===== src/rtl/uart_rf_loader.sv =====
`default_nettype none
// ============================================================================
// uart_rf_loader : 8N1 UART receiver that turns {header, data} byte pairs
//                  into single-cycle register-file write strobes.
// Revision 1.0
// ============================================================================
module uart_rf_loader #(
  parameter int CLKS_PER_BIT = 434
) (
  input  logic       clk,
  input  logic       rst_n,
  input  logic       uart_rxd,
  output logic       we3,
  output logic [2:0] wa3,
  output logic [7:0] wd3,
  output logic       frame_err,
  output logic [7:0] frames_ok
);

  localparam logic [15:0] HALF_M1 = 16'(CLKS_PER_BIT / 2 - 1);
  localparam logic [15:0] FULL_M1 = 16'(CLKS_PER_BIT - 1);

  typedef enum logic [1:0] {RX_IDLE, RX_START, RX_DATA, RX_STOP} rx_state_t;
  typedef enum logic {FR_HDR, FR_DAT} fr_state_t;

  logic        rx_meta, rxs;
  rx_state_t   rx_state, rx_next;
  logic [15:0] timer;
  logic [2:0]  bit_cnt;
  logic [7:0]  shreg;
  logic        armed;
  logic        byte_valid;
  logic        tick, go, stop_bad;
  fr_state_t   fr_state, fr_next;
  logic [2:0]  pend_addr;
  logic        hdr_ok;

  always_ff @(posedge clk or negedge rst_n) begin
    if (!rst_n) begin
      rx_meta <= 1'b1;
      rxs     <= 1'b1;
    end else begin
      rx_meta <= uart_rxd;
      rxs     <= rx_meta;
    end
  end

  always_comb begin
    rx_next  = rx_state;
    go       = 1'b0;
    stop_bad = 1'b0;
    tick     = (timer == 16'd0);
    case (rx_state)
      RX_IDLE:  if (!rxs && armed) begin
                  rx_next = RX_START;
                  go      = 1'b1;
                end
      RX_START: if (tick) rx_next = rxs ? RX_IDLE : RX_DATA;
      RX_DATA:  if (tick && bit_cnt == 3'd7) rx_next = RX_STOP;
      RX_STOP:  if (tick) begin
                  rx_next  = RX_IDLE;
                  stop_bad = !rxs;
                end
      default:  rx_next = RX_IDLE;
    endcase
  end

  // armed blocks a low line left behind by a bad stop bit from retriggering
  always_ff @(posedge clk or negedge rst_n) begin
    if (!rst_n) begin
      rx_state   <= RX_IDLE;
      timer      <= 16'd0;
      bit_cnt    <= 3'd0;
      shreg      <= 8'd0;
      armed      <= 1'b0;
      byte_valid <= 1'b0;
    end else begin
      rx_state   <= rx_next;
      byte_valid <= 1'b0;
      if (go)
        timer <= HALF_M1;
      else if (tick && (rx_state == RX_START || rx_state == RX_DATA))
        timer <= FULL_M1;
      else if (!tick)
        timer <= timer - 16'd1;
      if (rx_state == RX_START && tick)
        bit_cnt <= 3'd0;
      if (rx_state == RX_DATA && tick) begin
        shreg   <= {rxs, shreg[7:1]};
        bit_cnt <= bit_cnt + 3'd1;
      end
      if (rx_state == RX_STOP && tick) begin
        byte_valid <= rxs;
        armed      <= rxs;
      end else if (rx_state == RX_IDLE && rxs) begin
        armed <= 1'b1;
      end
    end
  end

  always_comb begin
    hdr_ok  = shreg[7] && (shreg[6:3] == 4'd0);
    fr_next = fr_state;
    if (stop_bad)
      fr_next = FR_HDR;
    else if (byte_valid)
      fr_next = (fr_state == FR_HDR && hdr_ok) ? FR_DAT : FR_HDR;
  end

  always_ff @(posedge clk or negedge rst_n) begin
    if (!rst_n) begin
      fr_state  <= FR_HDR;
      pend_addr <= 3'd0;
      we3       <= 1'b0;
      wa3       <= 3'd0;
      wd3       <= 8'd0;
      frame_err <= 1'b0;
      frames_ok <= 8'd0;
    end else begin
      fr_state <= fr_next;
      we3      <= 1'b0;
      if (stop_bad)
        frame_err <= 1'b1;
      if (byte_valid) begin
        if (fr_state == FR_HDR) begin
          if (hdr_ok) pend_addr <= shreg[2:0];
          else        frame_err <= 1'b1;
        end else begin
          we3       <= 1'b1;
          wa3       <= pend_addr;
          wd3       <= shreg;
          frames_ok <= frames_ok + 8'd1;
        end
      end
    end
  end

endmodule
`default_nettype wire

===== config.mk =====
export PLATFORM = sky130hd
export DESIGN_NAME = uart_rf_loader
export DESIGN_NICKNAME = d
export VERILOG_FILES = /design/src/rtl/uart_rf_loader.sv
export SDC_FILE = /design/constraint.sdc
export NUM_CORES = 1
export LEC_CHECK = 0
export BUFFER_PORTS_ARGS = -buffer_cell sky130_fd_sc_hd__buf_2
export CAP_MARGIN = 20
export CORE_MARGIN = 2
export CORE_UTILIZATION = 38
export DETAILED_ROUTE_END_ITERATION = 16
export GPL_TIMING_DRIVEN = 0
export PLACE_DENSITY = 0.55
export REMOVE_ABC_BUFFERS = 1
export SLEW_MARGIN = 20
export SYNTH_ARGS = -nofsm -noshare
export SYNTH_HDL_FRONTEND = slang
export SYNTH_SLANG_ARGS = --single-unit

===== constraint.sdc =====
create_clock -name clk -period 1.9 [get_ports clk]
set_input_delay 0 -clock clk [delete_from_list [all_inputs] [get_ports clk]]
set_output_delay 0 -clock clk [all_outputs]
set_load 0.05 [all_outputs]

==> impl_metrics.json <==
{
  "htreeDepth": 3,
  "numCtsBuffers": 9,
  "arrival_ns": 2.10,
  "wl_per_cell_um": 13.5,
  "syn_avg_cell_area_um2": 11.0,
  "end_kind": "flop",
  "drt-pass1-iter-count": 4,
  "nets": 308,
  "row_count": 31,
  "synth_edf_count": 0,
  "ant_nets": 0,
  "grt_pass1_wl_um": 9200,
  "die_h_um": 89.6,
  "critical_path_class": "reg -> reg",
  "setup_viol": 0,
  "drive_above_1_share": 0.296,
  "syn_to_final_growth_pct": 22.6,
  "netlist_area_um2": 2790,
  "cp_slowest_cell": "dfrtp_1",
  "fin_setup_tns_ns": 0,
  "fin_crit_sh": 0.989,
  "ys_ff_latch": 58,
  "place_congestion": 0.849,
  "nFillCells": 678,
  "relSlewSlack": 0.505,
  "fin_skew_ns": 0.00624,
  "holdCritPathClass": "in -> async",
  "port_buffers": 23,
  "dpl_cell_area_um2": 2980,
  "gr-total-overflow": 0,
  "start_kind": "flop",
  "hold_violations": 0,
  "clock_latency_ns": 0.33,
  "status": "completed",
  "power_density_nw_per_um2": 1030,
  "drt_iter0_markers": 48,
  "async_flop_share": 1.00,
  "routed_wl_um": 5410,
  "fin_util": 0.476,
  "synth_ff_type": "dfrtp_1",
  "synth.distinct_cells": 59,
  "final_max_slew_viol_count": 0,
  "drc": 0,
  "detailed_place_hpwl_um": 3460,
  "stdcell_area_um2": 3420,
  "ctsRootBufferMaster": "clkbuf_8",
  "max_freq_mhz": 532,
  "cp_cell_sequence": "inv_2 -> ha_1 -> nor4b_4 -> buf_4 -> nand4_1 -> buf_4 -> and2_1 -> o211a_1",
  "min_period_ns": 1.88,
  "seq_area_frac_synth": 0.522,
  "cts_buffer_depth": 2,
  "dieWidth_um": 89.6,
  "slowest_delay_ns": 0.40,
  "synthesis.instances": 253,
  "leakage_uw": 0.00167,
  "ir_worst_vdd_uv": 734,
  "worst-endpoint-required_ns": 2.12,
  "grt_usage": 0.152,
  "clkSinkCount": 58,
  "crit_path_frequent_cell": "buf_4",
  "yosys_warnings": 0,
  "cp_top_family": "simple AND/OR/NAND/NOR gates",
  "dieArea_um2": 8030,
  "ios": 24,
  "rsz0062_at_grt": "true",
  "core_area_um2": 7180,
  "clk_pin_slew_ns": 0.06,
  "initial_core_util": 0.388,
  "cp_num_buf_inv": 3,
  "tritoncts": "yes",
  "antenna_found_initial": 0,
  "via_per_inst": 5.09,
  "grt_max_degree": 59,
  "max_slew.worst_pin.slew_ns": 0.743,
  "maxCapViolations": 0,
  "grt_pass1_vias": 1912,
  "antennaDiodeCount": 0,
  "path_max_fanout": 6,
  "via_count": 2034
}
[cell families (layout without fill, tap and decap cells)]
logic type	after synthesis	count (layout)	share of synthesized area
fa+ha+maj	9	9	0.0404
xor+xnor	10	10	0.0314
flops	58	58	0.522
simple gates	106	106	0.215
mux	12	12	0.0588
compound gates	42	42	0.105
buf+inv	16	64	0.0278
[layer usage]
metal / track usage / share of wire
met4: 0.0556 / 0.014
met5: 0 / 0
met2: 0.240 / 0.48
met3: 0.0558 / 0.038
met1: 0.190 / 0.47
[timing repair]
item,in CTS,in global routing
resized for setup,7,11
pin swaps,1,2
gates cloned,0,0
setup buffers,11,4
endpoints found under the hold margin,57,0
endpoints found under the setup margin,38,25
hold buffers,2,0
[worst paths after layout]
| kind | cells past startpoint | endpoint | startpoint | slack, ns |
|---|---|---|---|---|
| max in group asynchronous | 2 | timer[15] | rst_n | 1.12 |
| worst max-delay path | 8 | timer[12] | timer[0] | 0.02 |
| worst min-delay path | 2 | wd3[3] | rst_n | 0.26 |
| worst min register to register | 0 | rxs | rx_meta | 0.36 |
| worst max register to register | 8 | timer[12] | timer[0] | 0.02 |
| min in group clk | 2 | rx_meta | uart_rxd | 0.31 |
[synthesized netlist by cell type, drive strengths merged, types with 5 or more instances]
cell	count	share of area
or4	5	0.015
a21oi	5	0.0090
mux2	11	0.055
nor2	13	0.018
ha	9	0.040
xnor2	8	0.025
dfrtp	56	0.50
nand4	5	0.011
nor3	7	0.016
o21ai	13	0.023
inv	8	0.011
nor4	9	0.030
buf	5	0.013
nand2	46	0.065
[power breakdown]
| group | switching, uW | total (uW) | internal (uW) |
|---|---|---|---|
| Combinational | 422 | 792 | 370 |
| Sequential | 140 | 1470 | 1330 |
| Clock | 475 | 1240 | 770 |
| Total | 1040 | 3510 | 2470 |
[per-stage QoR]
step,setup WS (ns),instances,hold WS (ns),total power (uW)
5_1_grt,-0.0435,400,0.300,3740
2_1_floorplan,-0.109,245,-0.296,1960
3_5_place_dp,-0.561,367,0.108,2140
4_1_cts,0.0164,396,0.293,3480
6_report,0.0204,400,0.264,3510
3_3_place_gp,-0.532,367,0.107,2140
[cell type report]
type                    instances  area, um2  share of cell area
multi-input cells             179       1310               0.383
clock buffers                  11        141              0.0414
inverters                       8       33.8             0.00989
repair buffers                 40        278              0.0813
well taps                      99        124              0.0363
flip-flops and latches         58       1450               0.425
clock inverters                 5       77.6              0.0227
[layout by cell type, fill, tap and decap left out, types with 2 or more instances in the layout]
cell	n
a211o_1	2
a21oi_1	5
a31oi_1	3
a32o_1	2
and2_1	2
and3_1	2
buf_2	22
buf_4	12
buf_6	2
bufinv_16	2
clkbuf_8	10
clkinv_2	2
clkinvlp_4	2
dfrtp_1	56
dfstp_2	2
dlygate4sd3_1	2
ha_1	9
inv_1	5
inv_2	2
mux2_2	3
mux2_4	8
nand2_1	45
nand2b_1	2
nand3b_1	2
nand4_1	5
nor2_1	13
nor3_1	4
nor3_2	3
nor4_1	3
nor4_2	4
nor4_4	2
o21a_1	2
o21ai_0	13
or2_2	2
or4_1	4
xnor2_1	8
xor2_1	2
[flip-flops by register name (all words and copies together) (netlist names), 3 cells and up, named ones only]
signal	flops
bit_cnt	3
frames_ok	8
pend_addr	3
shreg	8
timer	16
wa3	3
wd3	8
No activity file was read; power rests on OpenSTA's default activity.
